### src/rtl/spi_xfer_ctrl_pkg.sv
// Shared register map, control/status bit positions and transfer states for the
// APB-attached SPI master transfer controller.
package spi_pkg;

  localparam logic [7:0] OFF_CTRL   = 8'h00;
  localparam logic [7:0] OFF_STATUS = 8'h04;
  localparam logic [7:0] OFF_TXDATA = 8'h08;
  localparam logic [7:0] OFF_RXDATA = 8'h0C;
  localparam logic [7:0] OFF_CLKDIV = 8'h10;

  localparam int CTRL_START  = 0;
  localparam int CTRL_CPOL   = 1;
  localparam int CTRL_IRQ_EN = 2;

  localparam int STATUS_BUSY = 0;
  localparam int STATUS_DONE = 1;

  typedef enum logic [1:0] {
    IDLE  = 2'd0,
    LOAD  = 2'd1,
    SHIFT = 2'd2,
    DONE  = 2'd3
  } spi_state_t;

  // Byte offset compare, narrowed to the bus address width in use.
  function automatic logic addr_is(input logic [7:0] addr, input logic [7:0] off);
    return addr == off;
  endfunction

endpackage

### src/rtl/spi_xfer_ctrl_if.sv
// APB3 completer-side bus bundle for spi_xfer_ctrl; the interconnect drives the
// master modport, the controller uses the slave modport.
interface spi_xfer_ctrl_if #(
  parameter int ADDR_W = 5
);

  logic              PSEL;
  logic              PENABLE;
  logic              PWRITE;
  logic [ADDR_W-1:0] PADDR;
  logic [31:0]       PWDATA;
  logic [31:0]       PRDATA;
  logic              PREADY;
  logic              PSLVERR;

  modport master (
    output PSEL, PENABLE, PWRITE, PADDR, PWDATA,
    input  PRDATA, PREADY, PSLVERR
  );

  modport slave (
    input  PSEL, PENABLE, PWRITE, PADDR, PWDATA,
    output PRDATA, PREADY, PSLVERR
  );

endinterface

### src/rtl/spi_xfer_ctrl_clk_div.sv
// Loadable SCLK half-period counter: after a load it emits a one-cycle strobe
// every div+1 cycles for as long as en stays high.
module spi_clk_div #(
  parameter int DIV_W = 8
) (
  input  logic             clk,
  input  logic             rst,
  input  logic             load,
  input  logic             en,
  input  logic [DIV_W-1:0] div,
  output logic             strobe
);

  logic [DIV_W-1:0] div_r;
  logic [DIV_W-1:0] cnt_r;

  assign strobe = en & (cnt_r == div_r);

  // Divisor is captured once per frame so software writes cannot stretch a half-period.
  always_ff @(posedge clk) begin
    if (rst) begin
      div_r <= '0;
      cnt_r <= '0;
    end else if (load) begin
      div_r <= div;
      cnt_r <= '0;
    end else if (strobe) begin
      cnt_r <= '0;
    end else if (en) begin
      cnt_r <= cnt_r + DIV_W'(1);
    end else begin
      cnt_r <= '0;
    end
  end

endmodule

### src/rtl/spi_xfer_ctrl.sv
// APB3 SPI master: register file, transfer FSM and shift registers for one
// full-duplex MSB-first frame per START. Optional IRQ output with SPI_IRQ_EN.
module spi_xfer_ctrl
  import spi_pkg::*;
#(
  parameter int DATA_W = 8,
  parameter int DIV_W  = 8,
  parameter int ADDR_W = 5
) (
  input  logic            PCLK,
  input  logic            PRESET,
  spi_xfer_ctrl_if.slave  apb,
  output logic            SCLK,
  output logic            MOSI,
  input  logic            MISO,
  output logic            CS_N
`ifdef SPI_IRQ_EN
  ,
  output logic            IRQ
`endif
);

  localparam int HP_W = $clog2(2 * DATA_W) + 1;

  spi_state_t        state_r;
  spi_state_t        state_nx_s;

  logic              cpol_r;
  logic              cpol_lat_r;
  logic              irq_en_r;
  logic              done_r;
  logic [DATA_W-1:0] tx_data_r;
  logic [DATA_W-1:0] rx_data_r;
  logic [DIV_W-1:0]  clkdiv_r;
  logic [DATA_W-1:0] tx_sh_r;
  logic [DATA_W-1:0] rx_sh_r;
  logic [HP_W-1:0]   hp_cnt_r;
  logic              sclk_r;
  logic              mosi_r;
  logic              cs_n_r;

  logic              acc_s;
  logic              wr_s;
  logic              sel_ctrl_s;
  logic              sel_status_s;
  logic              sel_tx_s;
  logic              sel_rx_s;
  logic              sel_div_s;
  logic              mapped_s;
  logic              err_s;
  logic              busy_s;
  logic              start_s;
  logic              lead_s;
  logic              trail_s;
  logic              finish_s;
  logic              strobe_s;
  logic              div_en_s;
  logic [DATA_W-1:0] tx_shl_s;
  logic [DATA_W-1:0] rx_nx_s;
  logic [31:0]       rdata_s;
  logic              unused_bits_s;

  assign acc_s        = apb.PSEL & apb.PENABLE;
  assign wr_s         = acc_s & apb.PWRITE;
  assign sel_ctrl_s   = addr_is(8'(apb.PADDR), OFF_CTRL);
  assign sel_status_s = addr_is(8'(apb.PADDR), OFF_STATUS);
  assign sel_tx_s     = addr_is(8'(apb.PADDR), OFF_TXDATA);
  assign sel_rx_s     = addr_is(8'(apb.PADDR), OFF_RXDATA);
  assign sel_div_s    = addr_is(8'(apb.PADDR), OFF_CLKDIV);
  assign mapped_s     = sel_ctrl_s | sel_status_s | sel_tx_s | sel_rx_s | sel_div_s;
  assign busy_s       = (state_r != IDLE);

  // Offending writes are reported here and suppressed at each register's write enable.
  assign err_s = acc_s & (~mapped_s
                        | (apb.PWRITE & sel_rx_s)
                        | (apb.PWRITE & sel_tx_s & busy_s));

  assign start_s  = wr_s & sel_ctrl_s & apb.PWDATA[CTRL_START] & ~busy_s;
  assign div_en_s = (state_r == LOAD) | (state_r == SHIFT);
  assign tx_shl_s = tx_sh_r << 1;
  assign rx_nx_s  = (rx_sh_r << 1) | DATA_W'(MISO);

  assign unused_bits_s = ^apb.PWDATA;

  spi_clk_div #(
    .DIV_W (DIV_W)
  ) u_clk_div (
    .clk    (PCLK),
    .rst    (PRESET),
    .load   (start_s),
    .en     (div_en_s),
    .div    (clkdiv_r),
    .strobe (strobe_s)
  );

  // Transfer state register.
  always_ff @(posedge PCLK) begin
    if (PRESET) begin
      state_r <= IDLE;
    end else begin
      state_r <= state_nx_s;
    end
  end

  // Next state and SCLK edge classification; LOAD ends on a leading edge, then SHIFT alternates.
  always_comb begin
    state_nx_s = state_r;
    lead_s     = 1'b0;
    trail_s    = 1'b0;
    finish_s   = 1'b0;
    case (state_r)
      IDLE: begin
        if (start_s) begin
          state_nx_s = LOAD;
        end else begin
          state_nx_s = IDLE;
        end
      end
      LOAD: begin
        if (strobe_s) begin
          lead_s     = 1'b1;
          state_nx_s = SHIFT;
        end else begin
          state_nx_s = LOAD;
        end
      end
      SHIFT: begin
        if (!strobe_s) begin
          state_nx_s = SHIFT;
        end else if (hp_cnt_r == HP_W'(2 * DATA_W - 1)) begin
          state_nx_s = DONE;
        end else if (!hp_cnt_r[0]) begin
          trail_s = 1'b1;
        end else begin
          lead_s = 1'b1;
        end
      end
      DONE: begin
        finish_s   = 1'b1;
        state_nx_s = IDLE;
      end
      default: begin
        state_nx_s = IDLE;
      end
    endcase
  end

  // Half-period index within SHIFT.
  always_ff @(posedge PCLK) begin
    if (PRESET) begin
      hp_cnt_r <= '0;
    end else if (state_r == IDLE) begin
      hp_cnt_r <= '0;
    end else if ((state_r == SHIFT) && strobe_s) begin
      hp_cnt_r <= hp_cnt_r + HP_W'(1);
    end else begin
      hp_cnt_r <= hp_cnt_r;
    end
  end

  // Pad drivers and shift registers; CPOL is captured from the START write itself.
  always_ff @(posedge PCLK) begin
    if (PRESET) begin
      cs_n_r     <= 1'b1;
      sclk_r     <= 1'b0;
      mosi_r     <= 1'b0;
      cpol_lat_r <= 1'b0;
      tx_sh_r    <= '0;
      rx_sh_r    <= '0;
    end else begin
      cs_n_r <= (state_nx_s == IDLE);
      if (start_s) begin
        cpol_lat_r <= apb.PWDATA[CTRL_CPOL];
        sclk_r     <= apb.PWDATA[CTRL_CPOL];
        tx_sh_r    <= tx_data_r;
        mosi_r     <= tx_data_r[DATA_W-1];
        rx_sh_r    <= '0;
      end else if (lead_s) begin
        sclk_r  <= ~cpol_lat_r;
        rx_sh_r <= rx_nx_s;
      end else if (trail_s) begin
        sclk_r  <= cpol_lat_r;
        tx_sh_r <= tx_shl_s;
        mosi_r  <= tx_shl_s[DATA_W-1];
      end else if (state_r == IDLE) begin
        sclk_r <= cpol_r;
      end else begin
        sclk_r <= sclk_r;
      end
    end
  end

  // Software-visible registers; the DONE set takes priority over a same-cycle w1c.
  always_ff @(posedge PCLK) begin
    if (PRESET) begin
      cpol_r    <= 1'b0;
      irq_en_r  <= 1'b0;
      tx_data_r <= '0;
      clkdiv_r  <= '0;
      done_r    <= 1'b0;
      rx_data_r <= '0;
    end else begin
      if (wr_s && sel_ctrl_s) begin
        cpol_r <= apb.PWDATA[CTRL_CPOL];
`ifdef SPI_IRQ_EN
        irq_en_r <= apb.PWDATA[CTRL_IRQ_EN];
`else
        irq_en_r <= 1'b0;
`endif
      end
      if (wr_s && sel_tx_s && !busy_s) begin
        tx_data_r <= apb.PWDATA[DATA_W-1:0];
      end
      if (wr_s && sel_div_s) begin
        clkdiv_r <= apb.PWDATA[DIV_W-1:0];
      end
      if (finish_s) begin
        done_r    <= 1'b1;
        rx_data_r <= rx_sh_r;
      end else if (wr_s && sel_status_s && apb.PWDATA[STATUS_DONE]) begin
        done_r <= 1'b0;
      end
    end
  end

  // Read mux, zero whenever the slave is not selected.
  always_comb begin
    rdata_s = 32'h0;
    if (apb.PSEL) begin
      case (1'b1)
        sel_ctrl_s:   rdata_s = {29'h0, irq_en_r, cpol_r, 1'b0};
        sel_status_s: rdata_s = {30'h0, done_r, busy_s};
        sel_tx_s:     rdata_s = 32'(tx_data_r);
        sel_rx_s:     rdata_s = 32'(rx_data_r);
        sel_div_s:    rdata_s = 32'(clkdiv_r);
        default:      rdata_s = 32'h0;
      endcase
    end else begin
      rdata_s = 32'h0;
    end
  end

  assign apb.PRDATA  = rdata_s;
  assign apb.PREADY  = 1'b1;
  assign apb.PSLVERR = err_s;

  assign SCLK = sclk_r;
  assign MOSI = mosi_r;
  assign CS_N = cs_n_r;

`ifdef SPI_IRQ_EN
  assign IRQ = done_r & irq_en_r;
`endif

endmodule

### src/flat_wrapper.sv
// flat-port wrapper written by rule: the top's interface ports become plain ports
module spi_xfer_ctrl_flat import spi_pkg::*;
#(
  parameter int DATA_W = 8,
  parameter int DIV_W  = 8,
  parameter int ADDR_W = 5
)
  (PCLK, PRESET, SCLK, MOSI, MISO, CS_N, apb_PSEL, apb_PENABLE, apb_PWRITE, apb_PADDR, apb_PWDATA, apb_PRDATA, apb_PREADY, apb_PSLVERR);
  spi_xfer_ctrl_if #(.ADDR_W(ADDR_W)) apb_i ();
  input  logic PCLK;
  input  logic PRESET;
  output logic SCLK;
  output logic MOSI;
  input  logic MISO;
  output logic CS_N;
  input wire logic [$bits(apb_i.PSEL)-1:0] apb_PSEL;
  input wire logic [$bits(apb_i.PENABLE)-1:0] apb_PENABLE;
  input wire logic [$bits(apb_i.PWRITE)-1:0] apb_PWRITE;
  input wire logic [$bits(apb_i.PADDR)-1:0] apb_PADDR;
  input wire logic [$bits(apb_i.PWDATA)-1:0] apb_PWDATA;
  output wire logic [$bits(apb_i.PRDATA)-1:0] apb_PRDATA;
  output wire logic [$bits(apb_i.PREADY)-1:0] apb_PREADY;
  output wire logic [$bits(apb_i.PSLVERR)-1:0] apb_PSLVERR;
  assign apb_i.PSEL = apb_PSEL;
  assign apb_i.PENABLE = apb_PENABLE;
  assign apb_i.PWRITE = apb_PWRITE;
  assign apb_i.PADDR = apb_PADDR;
  assign apb_i.PWDATA = apb_PWDATA;
  assign apb_PRDATA = apb_i.PRDATA;
  assign apb_PREADY = apb_i.PREADY;
  assign apb_PSLVERR = apb_i.PSLVERR;
  spi_xfer_ctrl #(.DATA_W(DATA_W), .DIV_W(DIV_W), .ADDR_W(ADDR_W)) u_core (.PCLK(PCLK), .PRESET(PRESET), .apb(apb_i), .SCLK(SCLK), .MOSI(MOSI), .MISO(MISO), .CS_N(CS_N));
endmodule
### config.mk
export PLATFORM = sky130hd
export DESIGN_NAME = spi_xfer_ctrl_flat
export DESIGN_NICKNAME = d
export VERILOG_FILES = /design/src/rtl/spi_xfer_ctrl_pkg.sv /design/src/rtl/spi_xfer_ctrl_if.sv /design/src/rtl/spi_xfer_ctrl_clk_div.sv /design/src/rtl/spi_xfer_ctrl.sv /design/src/flat_wrapper.sv
export SDC_FILE = /design/constraint.sdc
export NUM_CORES = 1
export LEC_CHECK = 0
export CORE_MARGIN = 1
export CORE_UTILIZATION = 50
export DETAILED_ROUTE_END_ITERATION = 10
export PLACE_DENSITY = 0.78
export SLEW_MARGIN = 20
export SYNTH_ARGS = -nofsm -noshare
export SYNTH_HDL_FRONTEND = slang
export SYNTH_HIERARCHICAL = 1
export SYNTH_SLANG_ARGS = --single-unit
### constraint.sdc
create_clock -name PCLK -period 2.6 [get_ports PCLK]
set_clock_uncertainty 0.2 [all_clocks]
set_input_delay 0.52 -clock PCLK [delete_from_list [all_inputs] [get_ports PCLK]]
set_output_delay 0.52 -clock PCLK [all_outputs]
set_load 0.02 [all_outputs]
Word-level counts from Yosys, hierarchy flattened
Index checks and enable logic that the tools add are counted.
{"block": "word_totals", "regBits": 68, "in_bits": 43, "out_inout_bits": 37, "word_cells": 101}
{"block": "op_classes", "n_addsub": 2, "n_eq_ne": 10, "mux": 33, "bitwise": 22, "reduce_logical": 19}
{"cell": "32-bit 2-to-1 mux", "n": 5}
{"cell": "7-bit 2-to-1 mux", "n": 3}
{"cell": "1-bit 2-to-1 mux", "n": 19}
{"cell": "5-bit by 4-bit equality test with 1-bit output, second input constant", "n": 3}
{"cell": "1-bit bitwise AND", "n": 10}
{"cell": "8-bit by 1-bit adder with 8-bit output, second input constant", "n": 1}
{"cell": "8-bit equality test", "n": 1}
{"cell": "8-bit 2-to-1 mux", "n": 1}
{"cell": "8-bit by 1-bit bitwise OR with 8-bit output", "n": 1}
{"cell": "2-bit case mux with 4 select lines", "n": 1}
{"cell": "1-bit logical AND", "n": 7}
{"cell": "1-bit bitwise OR", "n": 7}
{"cell": "2-bit 2-to-1 mux", "n": 3}
{"cell": "2-bit nonzero test", "n": 3}
{"cell": "5-bit by 1-bit adder with 5-bit output, second input constant", "n": 1}
{"cell": "5-bit by 3-bit equality test with 1-bit output, second input constant", "n": 1}
{"cell": "5-bit equality test, second input constant", "n": 1}
{"cell": "5-bit zero test", "n": 1}
{"cell": "2-bit equality test, second input constant", "n": 2}
{"cell": "2-bit zero test", "n": 2}
{"cell": "1-bit NOT", "n": 4}
{"cell": "4-bit nonzero test", "n": 1}
{"cell": "2-bit OR reduction", "n": 2}
{"cell": "4-bit OR reduction", "n": 1}
{"cell": "5 further kinds", "n": 5}

Longest topological paths before layout
Gate-level depths: netlist (run 1).
{"block": "depth", "ltp_word": 9, "mapped_depth": 9, "ltp_nobuf": 8}

By module
The synthesis (run 1) kept the hierarchy.
{"module": "spi_xfer_ctrl", "n_inst": 1, "cells_per_inst": 300, "area_per_inst_um2": 2708.8, "seq_area_each_um2": 1041.0}
{"module": "spi_clk_div", "n_inst": 1, "cells_per_inst": 71, "area_per_inst_um2": 694.4, "seq_area_each_um2": 320.3}

Worst setup path before layout (run 1)
Ideal clock, no wire load.
{"block": "synth_path", "kind": "input-to-output", "from": "in apb_PADDR[2]", "to": "out apb_PRDATA[3]", "t_arrival_ns": 1.946, "required_time_ns": 1.880, "setup_slack_ns": -0.066, "stages": 6, "path_buffers": 2, "cell_sequence": "buf_2 > nor4_2 > and2_1 > buf_4 > a22oi_1 > nor3_1"}
{"block": "synth_between", "elab_chain_len": 7, "elab_cells_between_ends": 11, "cone_classes": "eq/ne: 4; mux: 6; reduce/logical: 1"}
{"item": "from (decl)", "line": "flat_wrapper.sv:19", "source": "input wire logic [$bits(apb_i.PADDR)-1:0] apb_PADDR;"}
{"item": "5-bit equality test", "line": "spi_xfer_ctrl_pkg.sv:27", "source": "return addr == off;"}
{"item": "8-bit 2-to-1 mux", "line": "spi_xfer_ctrl.sv:230", "source": "case (1'b1)"}
{"item": "32-bit 2-to-1 mux (3 in series)", "line": "spi_xfer_ctrl.sv:230"}
{"item": "32-bit 2-to-1 mux *", "line": "spi_xfer_ctrl.sv:230"}
{"item": "32-bit 2-to-1 mux *", "line": "spi_xfer_ctrl.sv:229", "source": "if (apb.PSEL) begin"}
{"item": "to (decl)", "line": "flat_wrapper.sv:21", "source": "output wire logic [$bits(apb_i.PRDATA)-1:0] apb_PRDATA;"}
Mark *: on every way between the ends. The rest lies on a longest branch, timed or not.

Worst setup path after layout (run 1)
{"block": "layout_path", "from": "in apb_PADDR[2]", "to": "out apb_PSLVERR"}
{"block": "layout_between", "elab_chain_len": 9, "elab_cells_between_ends": 16, "cone_classes": "eq/ne: 4; bitwise: 11; reduce/logical: 1"}
{"item": "5-bit by 3-bit equality test with 1-bit output or 5-bit zero test (tied branches)", "line": "spi_xfer_ctrl_pkg.sv:27"}
{"item": "1-bit bitwise OR (4 in series)", "line": "spi_xfer_ctrl.sv:70", "source": "assign mapped_s = sel_ctrl_s | sel_status_s | sel_tx_s | sel_rx_s | sel_div_s;"}
{"item": "1-bit NOT", "line": "spi_xfer_ctrl.sv:74", "source": "assign err_s = acc_s & (~mapped_s"}
{"item": "1-bit bitwise OR", "line": "spi_xfer_ctrl.sv:75", "source": "| (apb.PWRITE & sel_rx_s)"}
{"item": "1-bit bitwise OR *", "line": "spi_xfer_ctrl.sv:76", "source": "| (apb.PWRITE & sel_tx_s & busy_s));"}
{"item": "1-bit bitwise AND *", "line": "spi_xfer_ctrl.sv:74"}
{"item": "to (decl)", "line": "flat_wrapper.sv:23", "source": "output wire logic [$bits(apb_i.PSLVERR)-1:0] apb_PSLVERR;"}
Marks and branches as above.

==> flow_summary.toml, run 1 <==
[layout]
drive_gt1_share_pct = 21.63
nNetsFinal = 475
antenna_cells = 0
final-seq-area_um2 = 1361
area_growth_syn_to_layout_pct = 20.22
utilization_pct = 63.35
multiInputGateArea_um2 = 1894
layout.filler_cells = 549

[logic_synthesis]
synthesis.instances = 371
yosys.cell_types.count = 48
ys_seq_elements = 68
yosys-top-cells-area = "dfxtp_1 (40%), mux2i_1 (13%), nor2_1 (7.3%), buf_4 (5.7%), a211oi_2 (2.6%)"
syn-mean-instance-area_um2 = 9.173
post_synthesis_async_set_or_reset_flop_share_pct = 0
synth-edff-count = 0
synth_top_area_share_pct = 40.00
top_ff_cell_synth = "dfxtp_1"
ys_top_cells_by_count = "dfxtp_1 (68), nor2_1 (66), mux2i_1 (43)"
synth_sequential_area_ratio_pct = 40.00
synthesis.yosys.warnings = 6
yosysTopAreaCell = "dfxtp_1"
area_fraction_in_compound_gates_after_synthesis_pct = 9.522
yosys-mux-area-fraction_pct = 12.98
synth_top_family_by_area = "simple AND/OR/NAND/NOR gates"
netlist_area_um2 = 3403
post_synth_and_or_nand_nor_area_fraction_pct = 21.03
yosys.area_share.adder_pct = 2.574
synthXorXnorAreaFrac_pct = 4.596
yosysMostFrequentCell = "dfxtp_1"

[timing]
max_clock_freq_ghz = 0.3941
finalHoldWorstSlack_ns = 0.2766
setup_total_negative_slack_ns = 0
worst_pin_slew_ns = 0.6102
final_max_slew_viol_count = 0
slack_of_the_critical_path_ns = 0.06245
setup_repair_after_global_routing_missed_its_margin = "false"
maxSlewHeadroom_pct = 59.08
final-setup-viol-count = 0
fin_crit_sh_pct = 97.60
final_period_minus_worst_setup_slack_ns = 2.538
hold_viol = 0

[cts]
cts.hold.buffers_added = 0
h-tree-depth = 3
clock-sinks = 68
cts.root.buffer_cell = "clkbuf_8"
cts_tree = "done"
clock_insertion_delay_worst_skew_ns = 0.34
clk_pin_slew_worst_paths_ns = 0.07
cts_buffers = 9
cts_max_path_buffers = 2

[grt]
globalRouteOverflowTotal = 0
grt_max_degree = 30
grt_antenna_before_repair = 0
globalRouteTotalUtil_pct = 22.28
grt_pass1_wl_um = 12500
grt_pass1_vias = 2701

[flow_run]
max-cap-violations = 0

[placed_design]
detailedPlacementHpwl_um = 5220
gpl.final_weighted_congestion = 0.8697
placement.io_buffers = 30
dp_slack_ns = -0.7622

[power]
seq_power_share_pct = 54.4
internal_power_w = 0.001440
share_comb_of_total_power_pct = 7.9
static-leakage-power_nw = 1.671
vdd_ir_drop_max_v = 0.0002619
power_w = 0.001918
switchingPower_w = 0.0004777
power_density_nw_per_um2 = 468.7
swShare_pct = 24.91
power.share.clock_pct = 37.8

[route]
drt_first_pass_iters = 8
route.antenna.remaining_nets = 0
drc_violation_count_after_routing = 5
drt-total-wl_um = 7326
viasPerCell = 5.284
detailroute.via_count = 2679
first_iter_violations = 109
route.detailed.wl_per_inst_um = 14.45

[outcome]
failed_checks = "DRC"
outcome = "finished, violations left"

[die]
floorplan.rows = 29
initial_utilization_pct = 52.69
io_pins = 80
fp.dieW_um = 84.50
fp.dieH_um = 84.50
die_area_um2 = 7140
core_area_um2 = 6459

[critical_path]
crit_path_end_kind = "output port"
delay_heaviest_family_cp = "buffers and inverters"
worst_ep_arrival_time_ns = 1.82
crit_slowest_cell = "clkdlybuf4s15_1"
cpMostUsedCell = "clkdlybuf4s15_1"
setup.worst_path.start_class = "input port"
worst-path-max-fanout = 17
timing_worst_setup_path_type = "in2out"
timing.critical_path.required_ns = 1.88
worst-path-buf-inv = 3
timing.critical_path.cells = "clkdlybuf4s15_1 -> buf_6 -> nand2b_1 -> a21oi_1 -> nor2_1 -> o311a_1 -> clkdlybuf4s15_1"
critical_path.max_stage_delay_ns = 0.29

[worst_hold_path]
worst_hold_path_type = "reg2reg"
==> cells by family (layout without fill, tap and decap cells) <==
logic type                 after synthesis  after routing
and+or+nand+nor                        142            142
adders and majority gates                7              7
other                                    2             25
buffers and inverters                   49             85
xor gates and xnor gates                17             17
DFF                                     68             68
AOI/OAI and AO/OA                       42             42
muxes                                   44             44
==> worst reg2reg max path, stage by stage (launching register included) <==
cell and delay, ns:
dfxtp_1 0.34, inv_1 0.08, ha_4 0.28, nand2_1 0.08, nor3_1 0.22, buf_4 0.18
and4bb_1 0.23, nand2_1 0.27, mux2i_1 0.22, a211oi_2 0.22
==> layout by cell type (no fill, tap or decap), drive strengths merged, types with 2 or more instances in the layout <==
master,netlist,layout
dfxtp,68,68
nor2,66,66
buf,35,44
mux2i,43,43
conb,2,25
nand2,17,17
clkdlybuf4s50,0,15
nand3,15,15
a21oi,14,14
clkbuf,8,13
nand2b,11,11
xnor2,10,10
a22oi,8,8
a211oi,8,8
nor3,8,8
xor2,7,7
ha,7,7
inv,6,6
clkinv,0,5
and3,5,5
nor3b,4,4
nand4,4,4
o211ai,3,3
clkdlybuf4s15,0,2
nor4,2,2
a21o,2,2
nand3b,2,2
and2,2,2
==> power groups by stage <==
stage          Combinational, W  Clock [W]  Sequential (W)
4_1_cts                0.000148   0.000742         0.00104
3_5_place_dp           0.000144          0         0.00107
5_1_grt                0.000161   0.000791         0.00104
6_report               0.000151   0.000724         0.00104
3_3_place_gp           0.000143          0         0.00107
2_1_floorplan          0.000107          0         0.00107
==> path summary, 6_finish.rpt <==
path,from,to,slack (ns),cells past startpoint
max,apb_PADDR[2],apb_PSLVERR,0.06,7
min,u_core/tx_sh_r[0],u_core/tx_sh_r[0],0.28,2
max reg2reg,u_core/state_r[0],u_core/tx_sh_r[2],0.19,9
min reg2reg,u_core/tx_sh_r[0],u_core/tx_sh_r[0],0.28,2
==> registers in the layout (all words and copies together) (netlist names) <==
register                count
u_core/state_r              2
u_core/rx_sh_r              8
u_core/tx_sh_r              7
u_core/hp_cnt_r             5
u_core/u_clk_div/div_r      8
u_core/MOSI                 1
u_core/rx_data_r            8
u_core/CS_N                 1
u_core/clkdiv_r             8
u_core/cpol_lat_r           1
u_core/u_clk_div/cnt_r      8
u_core/tx_data_r            8
u_core/done_r               1
u_core/cpol_r               1
u_core/SCLK                 1
==> stage by stage <==
stage          instance area [um^2]  instances
2_1_floorplan                  3510        394
3_3_place_gp                   3867        485
3_5_place_dp                   3867        485
4_1_cts                        4059        505
5_1_grt                        4091        507
6_report                       4091        507
==> layout make-up <==
class	instances	share of cell area (%)
multi-input cells	277	46.30
flip-flops and latches	68	33.27
repair buffers	63	13.61
clock buffers	11	3.211
well taps	77	2.355
clock inverters	5	0.7034
inverters	6	0.5505
==> routing by layer <==
metal / wire length, um / GRT usage, % / vias up
met3: 422 / 6.096 / 17
met2: 3490 / 36.29 / 78
met5: 0 / 0 / -
met1: 3227 / 26.97 / 1255
met4: 185 / 11.56 / 0
li1: - / - / 1329
==> timing repair <==
action	CTS	global route
resized for setup	58	16
setup endpoints to repair	9	9
buffers inserted	3	2
endpoints found under the hold margin	0	0
pin swaps	7	4
cloned	1	0
No activity file was read; power rests on OpenSTA's default activity.
==> run 2, diff against run 1 <==
- ABC_CLOCK_PERIOD_IN_PS: unset -> 2600
==> results of run 2 <==
No change in the layout: final DEF, timing and power equal those of run 1.
==> run 3, diff against run 2 <==
- RECOVER_POWER: unset -> 100
==> flow_summary.toml, run 3 (synthesized netlist as in run 1, its figures left out) <==
[grt]
globalRouteOverflowTotal = 0
grt_pass1_wl_um = 12500
grt_pass1_vias = 2701
grt_antenna_before_repair = 0
globalRouteTotalUtil_pct = 22.28
grt_max_degree = 30

[cts]
cts_max_path_buffers = 2
clock_insertion_delay_worst_skew_ns = 0.34
clock-sinks = 68
clk_pin_slew_worst_paths_ns = 0.07
h-tree-depth = 3
cts_buffers = 9
cts.root.buffer_cell = "clkbuf_8"
cts_tree = "done"

[route]
detailroute.via_count = 2674
route.detailed.wl_per_inst_um = 14.54
viasPerCell = 5.274
route.antenna.remaining_nets = 0
drc_violation_count_after_routing = 5
drt-total-wl_um = 7370
drt_first_pass_iters = 7
first_iter_violations = 125

[power]
vdd_ir_drop_max_v = 0.0002608
power_density_nw_per_um2 = 472.4
static-leakage-power_nw = 1.667

[layout]
antenna_cells = 0
nNetsFinal = 475
area_growth_syn_to_layout_pct = 19.04
most-common-layout-cells = "dfxtp_1 (68), nor2_1 (62), mux2i_1 (43)"
drive_gt1_share_pct = 19.77
mostFrequentLayoutCell = "dfxtp_1"

[timing]
final-setup-viol-count = 0
finalHoldWorstSlack_ns = 0.2782
worst_pin_slew_ns = 0.6133
hold_viol = 0
slack_of_the_critical_path_ns = 0.06202
fin_crit_sh_pct = 97.61
maxSlewHeadroom_pct = 58.87
final_period_minus_worst_setup_slack_ns = 2.538
setup_repair_after_global_routing_missed_its_margin = "false"
final_max_slew_viol_count = 0
max_clock_freq_ghz = 0.3940
setup_total_negative_slack_ns = 0

[outcome]
outcome = "finished, violations left"
failed_checks = "DRC"

[placed_design]
gpl.final_weighted_congestion = 0.8697
detailedPlacementHpwl_um = 5220
dp_slack_ns = -0.7622
placement.io_buffers = 30

[critical_path]
setup.worst_path.start_class = "input port"
r2r_setup_slack_ns = 0.19
crit_path_end_kind = "output port"
worst-path-max-fanout = 17
worstReg2RegEnd = "u_core/tx_sh_r[2]"
worst_ep_arrival_time_ns = 1.82
timing_worst_setup_path_type = "in2out"
r2r_cells = 8
regToRegStartpoint = "u_core/u_clk_div/cnt_r[0]"
timing.critical_path.required_ns = 1.88

[flow_run]
max-cap-violations = 0

[die]
core_area_um2 = 6459
fp.dieH_um = 84.50
floorplan.rows = 29
die_area_um2 = 7140
initial_utilization_pct = 52.69
fp.dieW_um = 84.50
io_pins = 80

[worst_hold_path]
timing.hold.worst_path_depth = 2
holdPathEnd = "u_core/tx_sh_r[0]"
worst_hold_path_type = "reg2reg"
hold_path.startpoint = "u_core/tx_sh_r[0]"
## run 3: routing by layer
| metal | up-vias | global-route usage, % | share of wire (%) |
|---|---|---|---|
| met3 | 16 | 6.096 | 4.8 |
| li1 | 1330 | - | - |
| met4 | 0 | 11.56 | 2.4 |
| met5 | - | 0 | 0 |
| met1 | 1260 | 26.97 | 46 |
| met2 | 68 | 36.29 | 46 |
## run 3: report_power, final
part	internal, W	total [W]	switching [W]
Combinational	0.0000551	0.000149	0.0000935
Sequential	0.00104	0.00104	0.000000784
Clock	0.000341	0.000723	0.000381
Total	0.00144	0.00191	0.000476
## run 3: repair_timing
action | CTS | global route
endpoints found under the setup margin | 9 | 9
buffers inserted | 3 | 2
cloned | 1 | 0
resized for setup | 58 | 16
pin swaps | 7 | 4
hold buffers | 0 | 0
## run 3: final cells by class
type | instances | area [um^2]
Inverter | 6 | 22.52
Tap cell | 77 | 96.34
Clock inverter | 5 | 28.78
Timing Repair Buffer | 63 | 530.5
Fill cell | 557 | 2407
Clock buffer | 11 | 131.4
Multi-Input combinational cell | 277 | 1881
Sequential cell | 68 | 1361
## run 3: worst max-delay path: stages
cell             delay, ns
clkdlybuf4s15_1       0.22
buf_6                 0.18
nand2b_1              0.14
a21oi_1               0.14
nor2_1                0.06
o311a_1               0.28
clkdlybuf4s15_1       0.29
## run 3: how the worst max path moves through the flow
stage,start,end,slack [ns],depth (start not counted)
floorplan,apb_PADDR[2],apb_PRDATA[2],0.09,5
global placement,apb_PADDR[3],apb_PRDATA[0],-0.67,7
detailed placement,apb_PADDR[3],apb_PRDATA[7],-0.76,7
CTS,apb_PADDR[0],apb_PRDATA[7],-0.03,7
global route,apb_PADDR[2],apb_PSLVERR,0.006,7
finish,apb_PADDR[2],apb_PSLVERR,0.06,7
## run 3: through the flow
| step | util (%) | cell area [um^2] | total power [W] | instances |
|---|---|---|---|---|
| 3_3_place_gp | 59.88 | 3867 | 0.001210 | 485 |
| 5_1_grt | 62.73 | 4051 | 0.001993 | 507 |
| 4_1_cts | 62.84 | 4059 | 0.001933 | 505 |
| 2_1_floorplan | - | 3510 | 0.001173 | 394 |
| 6_report | 62.73 | 4051 | 0.001914 | 507 |
| 3_5_place_dp | 59.88 | 3867 | 0.001211 | 485 |
